$ cat config.mk
export PLATFORM = sky130hd
export DESIGN_NAME = cla_pipe_adder
export DESIGN_NICKNAME = d
export VERILOG_FILES = /design/src/rtl/cla_pipe_adder.sv
export SDC_FILE = /design/constraint.sdc
export NUM_CORES = 1
export LEC_CHECK = 0
export ABC_AREA = 0
export BUFFER_PORTS_ARGS = -buffer_cell sky130_fd_sc_hd__buf_2
export CAP_MARGIN = 30
export CORE_UTILIZATION = 33
export CTS_CLUSTER_DIAMETER = 120
export DETAILED_ROUTE_END_ITERATION = 6
export GPL_TIMING_DRIVEN = 1
export PLACE_DENSITY = 0.51
export SLEW_MARGIN = 20
export SYNTH_ARGS = -nofsm -noshare
export SYNTH_HDL_FRONTEND = slang
export SYNTH_SLANG_ARGS = --single-unit
$ cat constraint.sdc
create_clock -name clk -period 4.7 [get_ports clk]
set_input_delay 0.94 -clock clk [delete_from_list [all_inputs] [get_ports clk]]
set_output_delay 0.94 -clock clk [all_outputs]
set_load 0.03 [all_outputs]
$ cat src/rtl/cla_pipe_adder.sv
// Pipelined two-level carry-lookahead adder/subtractor with a valid/ready handshake on both sides.
// Optional saturation on signed overflow is enabled by defining CLA_SAT_EN.
module cla_pipe_adder #(
  parameter int WIDTH  = 16,
  parameter int STAGES = 2
) (
  input  logic             clk,
  input  logic             rst_n,
  input  logic             in_valid,
  output logic             in_ready,
  input  logic [WIDTH-1:0] a,
  input  logic [WIDTH-1:0] b,
  input  logic             cin,
  input  logic             sub,
  output logic             out_valid,
  input  logic             out_ready,
  output logic [WIDTH-1:0] sum,
  output logic             cout,
  output logic             ovf
);
  localparam int NG  = WIDTH / 4;
  localparam int GPS = NG / STAGES;
  localparam int SW  = 4 * GPS;

  logic             advance;
  logic [WIDTH-1:0] b_eff;
  logic             c0;

  // Global stall: every stage moves together whenever the output slot can drain.
  assign in_ready = !out_valid || out_ready;
  assign advance  = in_ready;
  assign b_eff    = sub ? ~b : b;
  assign c0       = sub | cin;

  function automatic logic [1:0] grp_gp(input logic [3:0] p, input logic [3:0] g);
    logic gg;
    gg = g[3] | (p[3] & g[2]) | (p[3] & p[2] & g[1]) | (p[3] & p[2] & p[1] & g[0]);
    return {gg, &p};
  endfunction

  function automatic logic [3:0] grp_sum(input logic [3:0] p, input logic [2:0] g, input logic ci);
    logic [3:0] c;
    c[0] = ci;
    c[1] = g[0] | (p[0] & ci);
    c[2] = g[1] | (p[1] & g[0]) | (p[1] & p[0] & ci);
    c[3] = g[2] | (p[2] & g[1]) | (p[2] & p[1] & g[0]) | (p[2] & p[1] & p[0] & ci);
    return p ^ c;
  endfunction

  for (genvar k = 0; k < STAGES; k++) begin : g_stage
    localparam int UW = WIDTH - k * SW;

    logic [UW-1:0]         a_in;
    logic [UW-1:0]         b_in;
    logic                  c_in;
    logic                  v_in;
    logic [SW-1:0]         p_s;
    logic [SW-1:0]         g_s;
    logic [SW-1:0]         s_bits;
    logic [GPS-1:0]        gm;
    logic [GPS-1:0]        pm;
    logic [GPS:0]          gc;
    logic [(k+1)*SW-1:0]   s_lo;
    logic [(k+1)*SW-1:0]   s_d;
    logic [(k+1)*SW-1:0]   s_q;
    logic                  v_q;
    logic                  c_q;

    if (k == 0) begin : g_src
      assign a_in = a;
      assign b_in = b_eff;
      assign c_in = c0;
      assign v_in = in_valid;
      assign s_lo = s_bits;
    end else begin : g_src
      assign a_in = g_stage[k-1].g_fwd.a_q;
      assign b_in = g_stage[k-1].g_fwd.b_q;
      assign c_in = g_stage[k-1].c_q;
      assign v_in = g_stage[k-1].v_q;
      assign s_lo = {s_bits, g_stage[k-1].s_q};
    end

    assign p_s = a_in[SW-1:0] ^ b_in[SW-1:0];
    assign g_s = a_in[SW-1:0] & b_in[SW-1:0];

    // Group carries are flat sum-of-products over this stage's Gm/Pm, no ripple between groups.
    always_comb begin
      logic cc;
      logic pp;
      gc     = '0;
      gm     = '0;
      pm     = '0;
      s_bits = '0;
      cc     = 1'b0;
      pp     = 1'b0;
      for (int j = 0; j < GPS; j++) begin
        {gm[j], pm[j]} = grp_gp(p_s[4*j +: 4], g_s[4*j +: 4]);
      end
      gc[0] = c_in;
      for (int j = 0; j < GPS; j++) begin
        cc = gm[j];
        pp = pm[j];
        for (int i = j - 1; i >= 0; i--) begin
          cc = cc | (pp & gm[i]);
          pp = pp & pm[i];
        end
        gc[j+1] = cc | (pp & c_in);
      end
      for (int j = 0; j < GPS; j++) begin
        s_bits[4*j +: 4] = grp_sum(p_s[4*j +: 4], g_s[4*j +: 3], gc[j]);
      end
    end

    if (k == STAGES - 1) begin : g_last
      logic msb_cin;
      logic ovf_d;
      logic o_q;

      // Recover the carry into the MSB from its sum bit rather than exposing internal carries.
      assign msb_cin = s_bits[SW-1] ^ p_s[SW-1];
      assign ovf_d   = msb_cin ^ gc[GPS];

`ifdef CLA_SAT_EN
      always_comb begin
        s_d = s_lo;
        if (ovf_d) begin
          s_d = a_in[SW-1] ? {1'b1, {(WIDTH-1){1'b0}}} : {1'b0, {(WIDTH-1){1'b1}}};
        end
      end
`else
      assign s_d = s_lo;
`endif

      always_ff @(posedge clk) begin
        if (!rst_n) begin
          o_q <= 1'b0;
        end else if (advance) begin
          o_q <= ovf_d;
        end
      end
    end else begin : g_fwd
      logic [UW-SW-1:0] a_q;
      logic [UW-SW-1:0] b_q;

      assign s_d = s_lo;

      always_ff @(posedge clk) begin
        if (advance) begin
          a_q <= a_in[UW-1:SW];
          b_q <= b_in[UW-1:SW];
        end
      end
    end

    always_ff @(posedge clk) begin
      if (!rst_n) begin
        v_q <= 1'b0;
        c_q <= 1'b0;
        s_q <= '0;
      end else if (advance) begin
        v_q <= v_in;
        c_q <= gc[GPS];
        s_q <= s_d;
      end
    end
  end

  assign out_valid = g_stage[STAGES-1].v_q;
  assign sum       = g_stage[STAGES-1].s_q;
  assign cout      = g_stage[STAGES-1].c_q;
  assign ovf       = g_stage[STAGES-1].g_last.o_q;

endmodule

Word-level counts from Yosys, hierarchy flattened

Cells that the tools add are included.

Bits in registers: 45
Output and inout port bits: 20
Input bits: 38
Word-level logic and storage cells: 134

Reduce and logical (&&, ||, !) cells: 6
Bitwise operators: 118
Mux-type cells: 1

Operator list:

| cell                | number |
|---|---|
| bitwise AND 1 bit   | 64 |
| OR 1 bit            | 43 |
| bitwise AND 8 bit   | 2 |
| 2-to-1 mux 16 bit   | 1 |
| NOT 16 bit          | 1 |
| AND reduction 4 bit | 4 |
| bitwise XOR 4 bit   | 4 |
| bitwise XOR 8 bit   | 2 |
| bitwise XOR 1 bit   | 2 |
| zero test 1 bit     | 1 |
| logical OR 1 bit    | 1 |

Depth between registers and ports, before layout

Depth after elaboration: 11
Depth in mapped cells: 12
Depth with buffers taken out: 10

Least setup slack after synthesis

OpenSTA, ideal clock, no wires.

Kind: input port to flip-flop
Start: in sub
End: reg g_stage[0].s_q[5]
Data arrival time: 3016 ps
Setup time: 76 ps
Buffers on the path: 2
Setup slack: 1609 ps
Cell stages on the path: 12
Data required time: 4624 ps
Cell sequence: buf_4 -> buf_2 -> xor2_1 -> ha_1 -> o211ai_1 -> a21bo_2 -> nand2_1 -> a21oi_1 -> fa_1 -> xnor2_1 -> nand2_1 -> a21boi_0

Longest elaborated chain between the ends: 10

RTL lines:

| item                                                              | line   | RTL |
|---|---|---|
| from (decl)                                                       | 14     | `input logic sub,` |
| 2-to-1 mux 16 bit                                                 | 32     | `assign b_eff = sub ? ~b : b;` |
| bitwise XOR 8 bit / bitwise AND 8 bit (equally long branches)     | 83, 84 |  |
| bitwise AND 1 bit                                                 | 37     | `gg = g[3] \| (p[3] & g[2]) \| (p[3] & p[2] & g[1]) \| (p[3] & p[2] & p[1] & g[0]);` |
| OR 1 bit / bitwise AND 1 bit (equally long branches) (2 in a row) | 37     |  |
| OR 1 bit                                                          | 37     |  |
| OR 1 bit                                                          | 107    | `gc[j+1] = cc \| (pp & c_in);` |
| bitwise AND 1 bit                                                 | 44     | `c[1] = g[0] \| (p[0] & ci);` |
| OR 1 bit                                                          | 44     |  |
| bitwise XOR 4 bit *                                               | 47     | `return p ^ c;` |
| to (signal assigned)                                              | 159    | `s_q <= '0;` |
| to (signal assigned)                                              | 163    | `s_q <= s_d;` |
| to (decl)                                                         | 65     | `logic [(k+1)*SW-1:0] s_q;` |

Mark *: on every way between the ends. The rest lies on a longest branch, timed or not.
A chain may end at the register's enable or synchronous reset.

Final worst setup path

Ends and elaborated chain as after synthesis.

==> summary.txt <==
Routing
  • Drt initial violations: 116
  • TritonRoute pass-1 iters: 7
  • Via density per instance: 4.63
  • Residual DRC: 0
  • WL final: 4490 um
  • Post-DR wirelength/cell: 11.7 um
  • Via count: 1767
  • Post-route ant nets: 0

Timing
  • Final hold slack: 461 ps
  • Slew @ Worst Pin: 620 ps
  • Unrepaired setup endpoints after global routing: false
  • Final setup viols: 0
  • Setup_tns: 0 ps
  • Final Skew: 9.07 ps
  • Crit share post-route: 0.629
  • Min cycle time layout: 2950 ps
  • Pins Over Slew Limit: 0
  • Fin. Hold Viols: 0
  • Fmax: 338 MHz
  • Max-slew headroom: 0.586

Min path
  • Min-Delay Path Class: reg2reg

GRT
  • GRT met1 Usage: 0.178
  • Grt ovf: 0
  • Gr usage total: 0.134
  • Layer with the highest usage: met2
  • Vias in the first global route: 1611
  • Grt met2 use: 0.209
  • Initial antenna violation count: 0
  • Met3 usage: 0.0337
  • Largest net degree at the start of global routing: 53
  • First-pass GRT wire length: 7600 um

Clocking
  • Num CTS Buffers: 5
  • Clock root buffer master: clkbuf_8
  • Hold buffer count at CTS: 0
  • Maximum clock path buffer count: 2
  • Post-CTS setup repair buffer count: 0
  • Clk pin slew, worst setup/hold paths: 70 ps
  • Sink Count: 45
  • Post-CTS sizing: 0
  • CTS tree: done
  • CTS HTree Levels: 2
  • Clk_lat worst skew: 300 ps

Worst setup path
  • Critical path's top delay family: adder cells
  • Worst-path maximum fanout: 18
  • Critical Path Start: sub
  • Reg2Reg Setup Slack: 2610 ps
  • Critical-path cell list: buf_2 -> xor2_1 -> ha_1 -> o211ai_1 -> a21bo_2 -> nand2_1 -> a21oi_1 -> fa_1 -> xnor2_1 -> nand2_1 -> a21boi_0
  • Critical path type: in2reg
  • Critical-path top delay cell: fa_1
  • CP Launch Type: input port
  • Required @ worst endpoint: 4920 ps
  • Crit path DAT: 3170 ps
  • Reg2reg path depth: 8
  • CP Capture Type: flop
  • Most frequent CP cell: nand2_1
  • Reg-to-Reg End: sum[13]
  • Critical path depth: 11
  • Crit Reg-Reg Startpoint: g_stage[0].g_fwd.a_q[2]
  • Bufs and invs on worst path: 1
  • CP endpoint: g_stage[0].s_q[5]
  • Biggest cell delay along the critical path: 410 ps

Yosys
  • Post-synth EDFFs: 16
  • Main synth FF type: dfxtp_1
  • Synth warn: 0
  • Top cell type's share of synthesized area: 0.248
  • Post-synth cell types: 41
  • Most frequent cells after synthesis: nand2_1, dfxtp_1, xor2_1
  • Synthesized area per cell: 10.1 um2
  • Post-synthesis sequential area ratio: 0.454
  • Count leader, synth: nand2_1
  • #FFs+latches synth: 45
  • Cell taking the most area after synthesis: dfxtp_1
  • Gate count of the mapped netlist: 231
  • Syn Nets: 289
  • Asr flop ratio synth: 0
  • Cell area after synthesis: 0.00234 mm2
  • Synth area leaders: dfxtp_1, edfxtp_1, ha_1

Power and ir drop
  • Combinational share of power: 0.281
  • Peak supply drop: 0.000127 V
  • Flop pwr share: 0.487
  • Static leakage: 1.30 nW
  • Total power draw: 0.984 mW
  • Switch share: 0.315
  • Clock power share: 0.232
  • Power per cell area: 354 mW/mm2
  • Net switching power: 0.310 mW
  • Internal cell power: 0.674 mW

Die
  • Total core area: 0.00683 mm2
  • Initial Utilization: 0.342
  • # rows: 30
  • Die Footprint: 0.00742 mm2
  • I/O pins: 58
  • DIE WIDTH: 86.2 um
  • Die Ht: 86.2 um

Cells and area
  • Nets: 343
  • Cell Count, Final, Fillers Out: 382
  • Share of post-route cells with drive strength above 1: 0.252
  • Util after Layout: 0.407
  • Area Overhead vs Synth: 19.1%
  • Inserted Diodes: 0

Place
  • Dpl hpwl: 3180 um
  • Routability congestion estimate: 0.757
  • Port bufs: 57
  • Placed Cells: 374

Status
  • Status: finished clean

Flow run
  • Total of max-cap violations: 0
-- layout make-up --
| cell class | count | area, um2 |
|---|---|---|
| Clock inverter | 1 | 5.00 |
| Multi-Input combinational cell | 164 | 1180 |
| Timing Repair Buffer | 59 | 300 |
| Fill cell | 718 | 4050 |
| Tap cell | 96 | 120 |
| Clock buffer | 7 | 76.3 |
| Sequential cell | 45 | 1060 |
| Inverter | 10 | 37.5 |
-- logic make-up (layout without fill, tap and decap cells) --
kind of cell / Yosys count / after routing / synth area share
AO/OA/AOI/OAI: 53 / 53 / 0.166
XOR/XNOR: 23 / 23 / 0.0862
adder cells (fa/ha/maj): 20 / 20 / 0.120
buffers and inverters: 22 / 77 / 0.0412
flip-flops: 45 / 45 / 0.454
AND/OR/NAND/NOR: 68 / 68 / 0.133
-- sequential cells by signal (all words and copies together) (netlist names) --
| register | flops |
|---|---|
| sum | 16 |
| g_stage.g_fwd.a_q | 8 |
| g_stage.g_fwd.b_q | 8 |
| g_stage.s_q | 8 |
| cout | 1 |
| g_stage.c_q | 1 |
| g_stage.v_q | 1 |
| out_valid | 1 |
| ovf | 1 |
-- cell usage in the layout, fill, tap and decap left out, types with 2 or more instances in the layout --
master / instances
buf_2: 57
nand2_1: 38
dfxtp_1: 29
xor2_1: 17
ha_1: 16
edfxtp_1: 16
a21boi_0: 14
nand3_1: 12
inv_1: 9
a21o_1: 8
o21ai_0: 8
a21oi_1: 7
xnor2_1: 6
clkbuf_8: 5
nor2_1: 4
o211a_1: 4
fa_1: 4
o211ai_1: 2
a21oi_2: 2
nand4_1: 2
or3_1: 2
nor3b_1: 2
nor3_1: 2
clkbuf_1: 2
buf_4: 2
-- worst min path at each step --
stage | startpoint | endpoint | slack, ps | cells after the start
final | sum[5] | sum[5] | 460 | 2
after global routing | sum[4] | sum[4] | 480 | 2
after floorplan | g_stage[0].v_q | out_valid | 440 | 1
after detailed placement | sum[12] | sum[12] | 460 | 2
after global placement | sum[1] | sum[1] | 450 | 2
after CTS | sum[1] | sum[1] | 470 | 2
-- per-layer routing --
metal / routed length (um) / share of wire
met5: 0 / 0
met2: 2100 / 0.47
met1: 2130 / 0.47
met3: 189 / 0.042
met4: 69 / 0.015
-- metrics by stage --
step / worst slack, ps / area (um2)
floorplan: 1610 / 2340
global placement: 1470 / 2700
detailed placement: 1430 / 2700
CTS: 1730 / 2780
global route: 1460 / 2780
finish: 1750 / 2780
-- worst reg2reg max path, cell delays in order, from the launching register on --
cell	delay (ps)
edfxtp_1	370
ha_1	350
a21o_1	210
a21oi_2	200
nand2_1	100
fa_1	380
xnor2_1	160
nand2_1	70
o211a_1	140
-- power groups by stage --
stage / sequential (mW) / clock (mW) / combinational, mW
after CTS: 0.480 / 0.242 / 0.280
final: 0.480 / 0.228 / 0.277
after detailed placement: 0.489 / 0 / 0.278
after global placement: 0.489 / 0 / 0.277
after global routing: 0.486 / 0.260 / 0.313
after floorplan: 0.533 / 0 / 0.160
Power figures use the tool's default switching activity.
